File: src/rtl/fact_pkg.sv
// Shared types and constants for the factorial controller.
package fact_pkg;

   localparam int unsigned FACT_SIZE  = 8;
   localparam int unsigned FACT_MAX_N = 5;

   typedef enum logic [2:0] {
      IDLE = 3'd0,
      INIT = 3'd1,
      TEST = 3'd2,
      MUL  = 3'd3,
      DONE = 3'd4,
      ERR  = 3'd5
   } state_t;

endpackage

File: src/rtl/fact_ctrl.sv
// Sequencing FSM for the factorial datapath: host go/done/ack handshake,
// operand range screening, abort, and a loop watchdog guarding against a stuck comparator.
module fact_ctrl
   import fact_pkg::*;
#(
   parameter int unsigned SIZE  = FACT_SIZE,
   parameter int unsigned MAX_N = FACT_MAX_N
) (
   input  logic            clk,
   input  logic            rst_n,
   input  logic            go,
   input  logic            ack,
   input  logic            abort,
   input  logic [SIZE-1:0] n,
   input  logic            proceed,
   output logic            cnt_load,
   output logic            cnt_en,
   output logic            reg_sel,
   output logic            reg_load,
   output logic            busy,
   output logic            done,
   output logic            err
);

   localparam int unsigned WD_W = $clog2(MAX_N + 1);

   state_t          state_q, state_d;
   logic [WD_W-1:0] wd_q, wd_d;
   logic            n_ok;
   logic            wd_hit;

   assign n_ok   = (n <= SIZE'(MAX_N));
   assign wd_hit = (wd_q == WD_W'(MAX_N));

   // State and watchdog registers
   always_ff @(posedge clk) begin
      if (!rst_n) begin
         state_q <= IDLE;
         wd_q    <= '0;
      end else begin
         state_q <= state_d;
         wd_q    <= wd_d;
      end
   end

   // Next state and control decode; abort suppresses all strobes in its cycle
   always_comb begin
      state_d  = state_q;
      wd_d     = wd_q;
      cnt_load = 1'b0;
      cnt_en   = 1'b0;
      reg_sel  = 1'b0;
      reg_load = 1'b0;
      busy     = 1'b0;
      done     = 1'b0;
      err      = 1'b0;
      case (state_q)
         IDLE: begin
            if (go) state_d = n_ok ? INIT : ERR;
         end
         INIT: begin
            busy = 1'b1;
            if (abort) begin
               state_d = IDLE;
            end else begin
               cnt_load = 1'b1;
               reg_load = 1'b1;
               reg_sel  = 1'b1;
               wd_d     = '0;
               state_d  = TEST;
            end
         end
         TEST: begin
            busy = 1'b1;
            if (abort) begin
               state_d = IDLE;
            end else if (proceed) begin
               cnt_en  = 1'b1;
               state_d = MUL;
            end else begin
               state_d = DONE;
            end
         end
         MUL: begin
            busy = 1'b1;
            if (abort) begin
               state_d = IDLE;
            end else begin
               reg_load = 1'b1;
               if (!wd_hit) wd_d = wd_q + WD_W'(1);
               state_d = wd_hit ? ERR : TEST;
            end
         end
         DONE: begin
            done = 1'b1;
            if (ack) state_d = IDLE;
         end
         ERR: begin
            err = 1'b1;
            if (ack) state_d = IDLE;
         end
         default: state_d = IDLE;
      endcase
   end

endmodule

File: config.mk
export PLATFORM = sky130hd
export DESIGN_NAME = fact_ctrl
export DESIGN_NICKNAME = d
export VERILOG_FILES = /design/src/rtl/fact_pkg.sv /design/src/rtl/fact_ctrl.sv
export SDC_FILE = /design/constraint.sdc
export NUM_CORES = 1
export LEC_CHECK = 0
export CORE_AREA = 4 4 41 43
export CTS_CLUSTER_SIZE = 24
export DETAILED_ROUTE_END_ITERATION = 10
export DIE_AREA = 0 0 45 47
export GPL_TIMING_DRIVEN = 0
export PLACE_DENSITY = 0.69
export SLEW_MARGIN = 5
export SYNTH_ARGS = -nofsm -noshare
export SYNTH_HDL_FRONTEND = slang
export SYNTH_SLANG_ARGS = --single-unit
File: constraint.sdc
create_clock -name clk -period 1.5 [get_ports clk]
set_clock_uncertainty 0.2 [all_clocks]
set_input_delay 0.3 -clock clk [delete_from_list [all_inputs] [get_ports clk]]
set_output_delay 0.3 -clock clk [all_outputs]
set_load 0.01 [all_outputs]
Word-level counts from Yosys, hierarchy flattened
Index checks and enable logic that the tools add are counted.
{"block": "op_classes", "n_mux": 22, "addsub": 1, "n_reduce_logical": 7, "order_cmp": 1, "n_shift": 0, "n_bitwise": 0, "div": 0, "n_eq_ne": 11, "mul": 0}
{"cell": "3-bit 2-to-1 mux", "n": 10}
{"cell": "3-bit one-hot mux with 5 select lines", "n": 1}
{"cell": "3-bit equality test, second input constant", "n": 3}
{"cell": "1-bit 2-to-1 mux", "n": 9}
{"cell": "8-bit by 3-bit less-or-equal comparator with 1-bit output, second input constant", "n": 1}
{"cell": "2-bit != test, second input constant", "n": 4}
{"cell": "3-bit by 2-bit equality test with 1-bit output, second input constant", "n": 2}
{"cell": "3-bit one-hot mux with 2 select lines", "n": 1}
{"cell": "4-bit AND reduction", "n": 1}
{"cell": "2-bit OR reduction", "n": 2}
{"cell": "3-bit by 1-bit adder with 3-bit output, second input constant", "n": 1}
{"cell": "3-bit by 1-bit equality test with 1-bit output, second input constant", "n": 1}
{"cell": "3-bit zero test", "n": 1}
{"cell": "3-bit OR reduction", "n": 1}
{"cell": "2-bit 2-to-1 mux", "n": 1}
{"cell": "2-bit by 1-bit != test with 1-bit output, second input constant", "n": 1}
{"cell": "2-bit AND reduction", "n": 1}
{"cell": "2-bit nonzero test", "n": 1}
{"block": "totals", "mem_bits_ro": 0, "register_bits": 6, "latchBits": 0, "mem_bits_rw": 0, "n_memories": 0, "out_inout_bits": 7, "input_bits": 14, "wordCells": 44}

Depth between registers and ports, before layout
{"block": "logic_depth", "depth_word": 4, "ltp_mapped": 6, "ltp_nobuf": 6}

Worst setup path after synthesis
No wires, ideal clock.
{"block": "synth_timing", "path_kind": "register to output", "from": "reg state_q[0]", "to": "out reg_sel", "required_ns": 1.000, "path_slack_ns": -0.276, "path_stages_with_launch": 5, "arrival_time_ns": 1.276, "path_buffers": 2, "path_cell_list": "dfxtp_1 > buf_4 > or3b_4 > nor2_1 > buf_4"}
{"block": "synth_between", "elab_chain_len": 2}
{"item": "start: declaration", "line_no": "fact_ctrl.sv:27", "rtl": "state_t state_q, state_d;"}
{"item": "start signal: assignment", "line_no": "fact_ctrl.sv:41", "rtl": "state_q <= state_d;"}
{"item": "3-bit by 1-bit equality test with 1-bit output"}
{"item": "1-bit 2-to-1 mux"}
{"item": "end: declaration", "line_no": "fact_ctrl.sv:18", "rtl": "output logic reg_sel,"}
No other way between the ends.

Worst setup path in the final report
{"block": "layout_timing", "from": "reg state_q[0]", "to": "out reg_sel"}
{"block": "layout_between", "elab_chain_len": 2}
{"item": "3-bit by 1-bit equality test with 1-bit output", "line_no": "fact_ctrl.sv:57", "rtl": "case (state_q)"}
{"item": "1-bit 2-to-1 mux", "line_no": "fact_ctrl.sv:57"}
No other way between the ends.

==> out/qor.csv <==
stage,metric,value,unit
finish,Layout Nets,109,
detailed_routing,Antenna Nets Post-Route,0,
detailed_routing,vias post-DR,527,
clocking,total CTS buffers,3,
timing,Max-slew headroom,0.812,
job,# Max-Cap Violations,0,
timing,Worst Max-Slew Pin Slew,0.281,ns
placement,buffers added on ports,19,
timing,crit path time final,1.83,ns
synthesis,Synth Area in Compound Gates,0.155,
timing,Fin. Hold Viols,0,
detailed_routing,Initial DRT Pass Iterations,4,
synthesis,syn nets,67,
power_and_ir_drop,static leakage,0.382,nW
floorplan,Die H,47,microns
synthesis,Netlist Area Pre-Place,427,sq um
floorplan,row cnt,13,
synthesis,XOR/XNOR Fraction of Synth Area,0.0205,
finish,fraction of layout cells with a size suffix above 1,0.549,
clocking,clock network latency to the later pin of the worst-skew pair,0.24,ns
global_route,vias in the first global route,497,
synthesis,"Warnings, synthesis",0,
finish,diode count,0,
worst_setup_path,Crit. End Element,output pin,
global_route,global-route wire length before repair,2.03,mm
worst_setup_path,CP required,1.00,ns
synthesis,area share of fa/ha/maj cells after synthesis,0.0587,
synthesis,Synth cell types,26,
floorplan,Die X,45,microns
clocking,H-tree levels,1,
placement,Placed Area,652,sq um
run_status,failing checks,negative setup slack,
clocking,Max clock buf depth,2,
worst_setup_path,Critical Path Start Type,register,
timing,Hold WS,0.278,ns
placement,GP Congestion,0.832,
clocking,clock sinks,6,
global_route,initial antenna violation count,0,
finish,Post-Layout Cell Count,106,
detailed_routing,Detailed Route Iter0 Violations,5,
hold_path,Hold WC Path Type,in2reg,
clocking,Clk Tree Root Cell,clkbuf_4,
clocking,CTS Hold Bufs,0,
worst_setup_path,Worst Path Max Fanout,5,
run_status,status,finished with violations,
timing,TNS Setup,-2.50,ns
synthesis,mux cell area share after synthesis,0.0469,
detailed_routing,DRC viols,0,
clocking,CTS tree,yes,
synthesis,Synth Area in Simple Gates,0.352,
detailed_routing,drt total wl,1.44,mm
timing,RSZ-0062 raised after global routing,yes,
synthesis,Synth Area per Inst,8.37,sq um
detailed_routing,WL/cell,13.6,microns
global_route,largest net degree at the start of global routing,11,
timing,number of setup violations in the final report,12,
synthesis,largest family of logic cells by synthesized area,simple AND/OR/NAND/NOR gates,
synthesis,"Seq/Total Area, Yosys",0.282,
worst_setup_path,kind of critical path,reg2out,
clocking,clock-pin slew on the worst setup and hold paths,0.05,ns
power_and_ir_drop,Power Dens Cells,812,nW/um^2
floorplan,core area,1300,sq um
floorplan,# IOs,21,
global_route,All-Layer GR Usage,0.137,
timing,final slew viol count,0,
finish,post-route cell area,923,sq um
placement,placed cells,85,
placement,DP HPWL,844,microns
floorplan,Starting Density,0.328,
timing,fmax,547,MHz
finish,Area Growth Syn to Fin,116,%
power_and_ir_drop,Max VDD drop,0.000403,V
timing,final worst setup slack,-0.327,ns
floorplan,full die area,2120,sq um
synthesis,Yosys reg bits,6,
synthesis,Post-Synthesis Cells,51,
placement,dpl ws,-0.937,ns
timing,period utilization,1.22,
detailed_routing,vias per inst,4.97,
global_route,total grt overflow,0,
worst_setup_path,Critical Path AT,1.33,ns
==> synth_stat cells <==
library cell	count	area [sq um]
nor2_1	7	26.3
dfxtp_1	6	120
nand2_1	4	15.0
nor2b_1	3	18.8
a21oi_1	2	10.0
buf_4	2	15.0
ha_1	2	25.0
inv_1	2	7.51
mux2i_1	2	20.0
nor3_1	2	10.0
nor4_1	2	12.5
nor4b_1	2	17.5
o21ai_1	2	10.0
a311oi_1	1	8.76
and2_1	1	6.26
buf_2	1	5.00
clkinv_4	1	8.76
nand3_1	1	5.00
nand3b_1	1	7.51
nor3b_1	1	7.51
nor3b_2	1	12.5
o211ai_4	1	21.3
o21bai_1	1	7.51
o311ai_0	1	8.76
or3b_4	1	11.3
xor2_1	1	8.76
==> cells by family after synthesis <==
| logic type | Yosys count |
|---|---|
| AND/OR/NAND/NOR | 26 |
| XOR/XNOR | 1 |
| buffers and inverters | 6 |
| multiplexers | 2 |
| adder cells (fa/ha/maj) | 2 |
| flip-flops | 6 |
| AO/OA/AOI/OAI | 8 |
==> final cells by class <==
type / instances / area [sq um]
plain buffers: 2 / 22.5
clock buffers: 3 / 22.5
fillers: 107 / 378
inverters: 3 / 20.0
multi-input cells: 39 / 367
flip-flops and latches: 6 / 128
well taps: 15 / 18.8
repair buffers: 38 / 345
==> power by group <==
group          total, mW  switching, mW  internal (mW)
logic              0.405          0.160          0.244
clock network      0.148         0.0575         0.0905
registers          0.197         0.0183          0.179
total              0.750          0.236          0.514
==> stage by stage <==
step / utilization / total power, mW
after floorplan: - / 0.305
after global placement: 0.501 / 0.401
after detailed placement: 0.501 / 0.405
after CTS: 0.647 / 0.665
after global routing: 0.710 / 0.788
final: 0.710 / 0.750
==> layer usage <==
layer | track usage | share of wire | vias up
met5 | 0 | 0 | -
li1 | - | - | 260
met2 | 0.251 | 0.53 | 23
met1 | 0.142 | 0.40 | 240
met3 | 0.0383 | 0.068 | 4
met4 | 0.0702 | 0.0055 | 0
==> repair_timing <==
action,4_1_cts,5_1_grt
endpoints found under the hold margin,0,0
gates resized for setup,55,9
buffers inserted,11,9
pin swaps,11,8
setup endpoints to repair,13,12
==> worst max-delay path: stages (launching register included) <==
cell	delay [ns]
dfxtp_4	0.37
or3b_4	0.41
nor2_4	0.12
buf_6	0.10
buf_6	0.08
==> sequential cells by signal (all words and copies together), names as in the netlist <==
register and count:
wd_q 3, state_q 3
==> placed cells by master (no fill, tap or decap), drive strengths merged, types with 2 or more instances in the layout <==
cell type       n
buf            28
clkdlybuf4s50  11
nor2            7
dfxtp           6
nand2           4
nor2b           3
clkbuf          3
nor3            2
nor3b           2
mux2i           2
a21oi           2
nor4            2
ha              2
nor4b           2
o21ai           2
==> path summary, 6_finish.rpt <==
path                                 start         end  slack [ns]  cells after the start
worst max-delay path            state_q[0]     reg_sel       -0.33                      4
worst min-delay path                 abort  state_q[1]        0.28                      2
worst max register to register  state_q[0]     wd_q[2]       -0.21                      7
worst min register to register  state_q[2]  state_q[1]        0.35                      2
(Power assumes the default switching activity.)
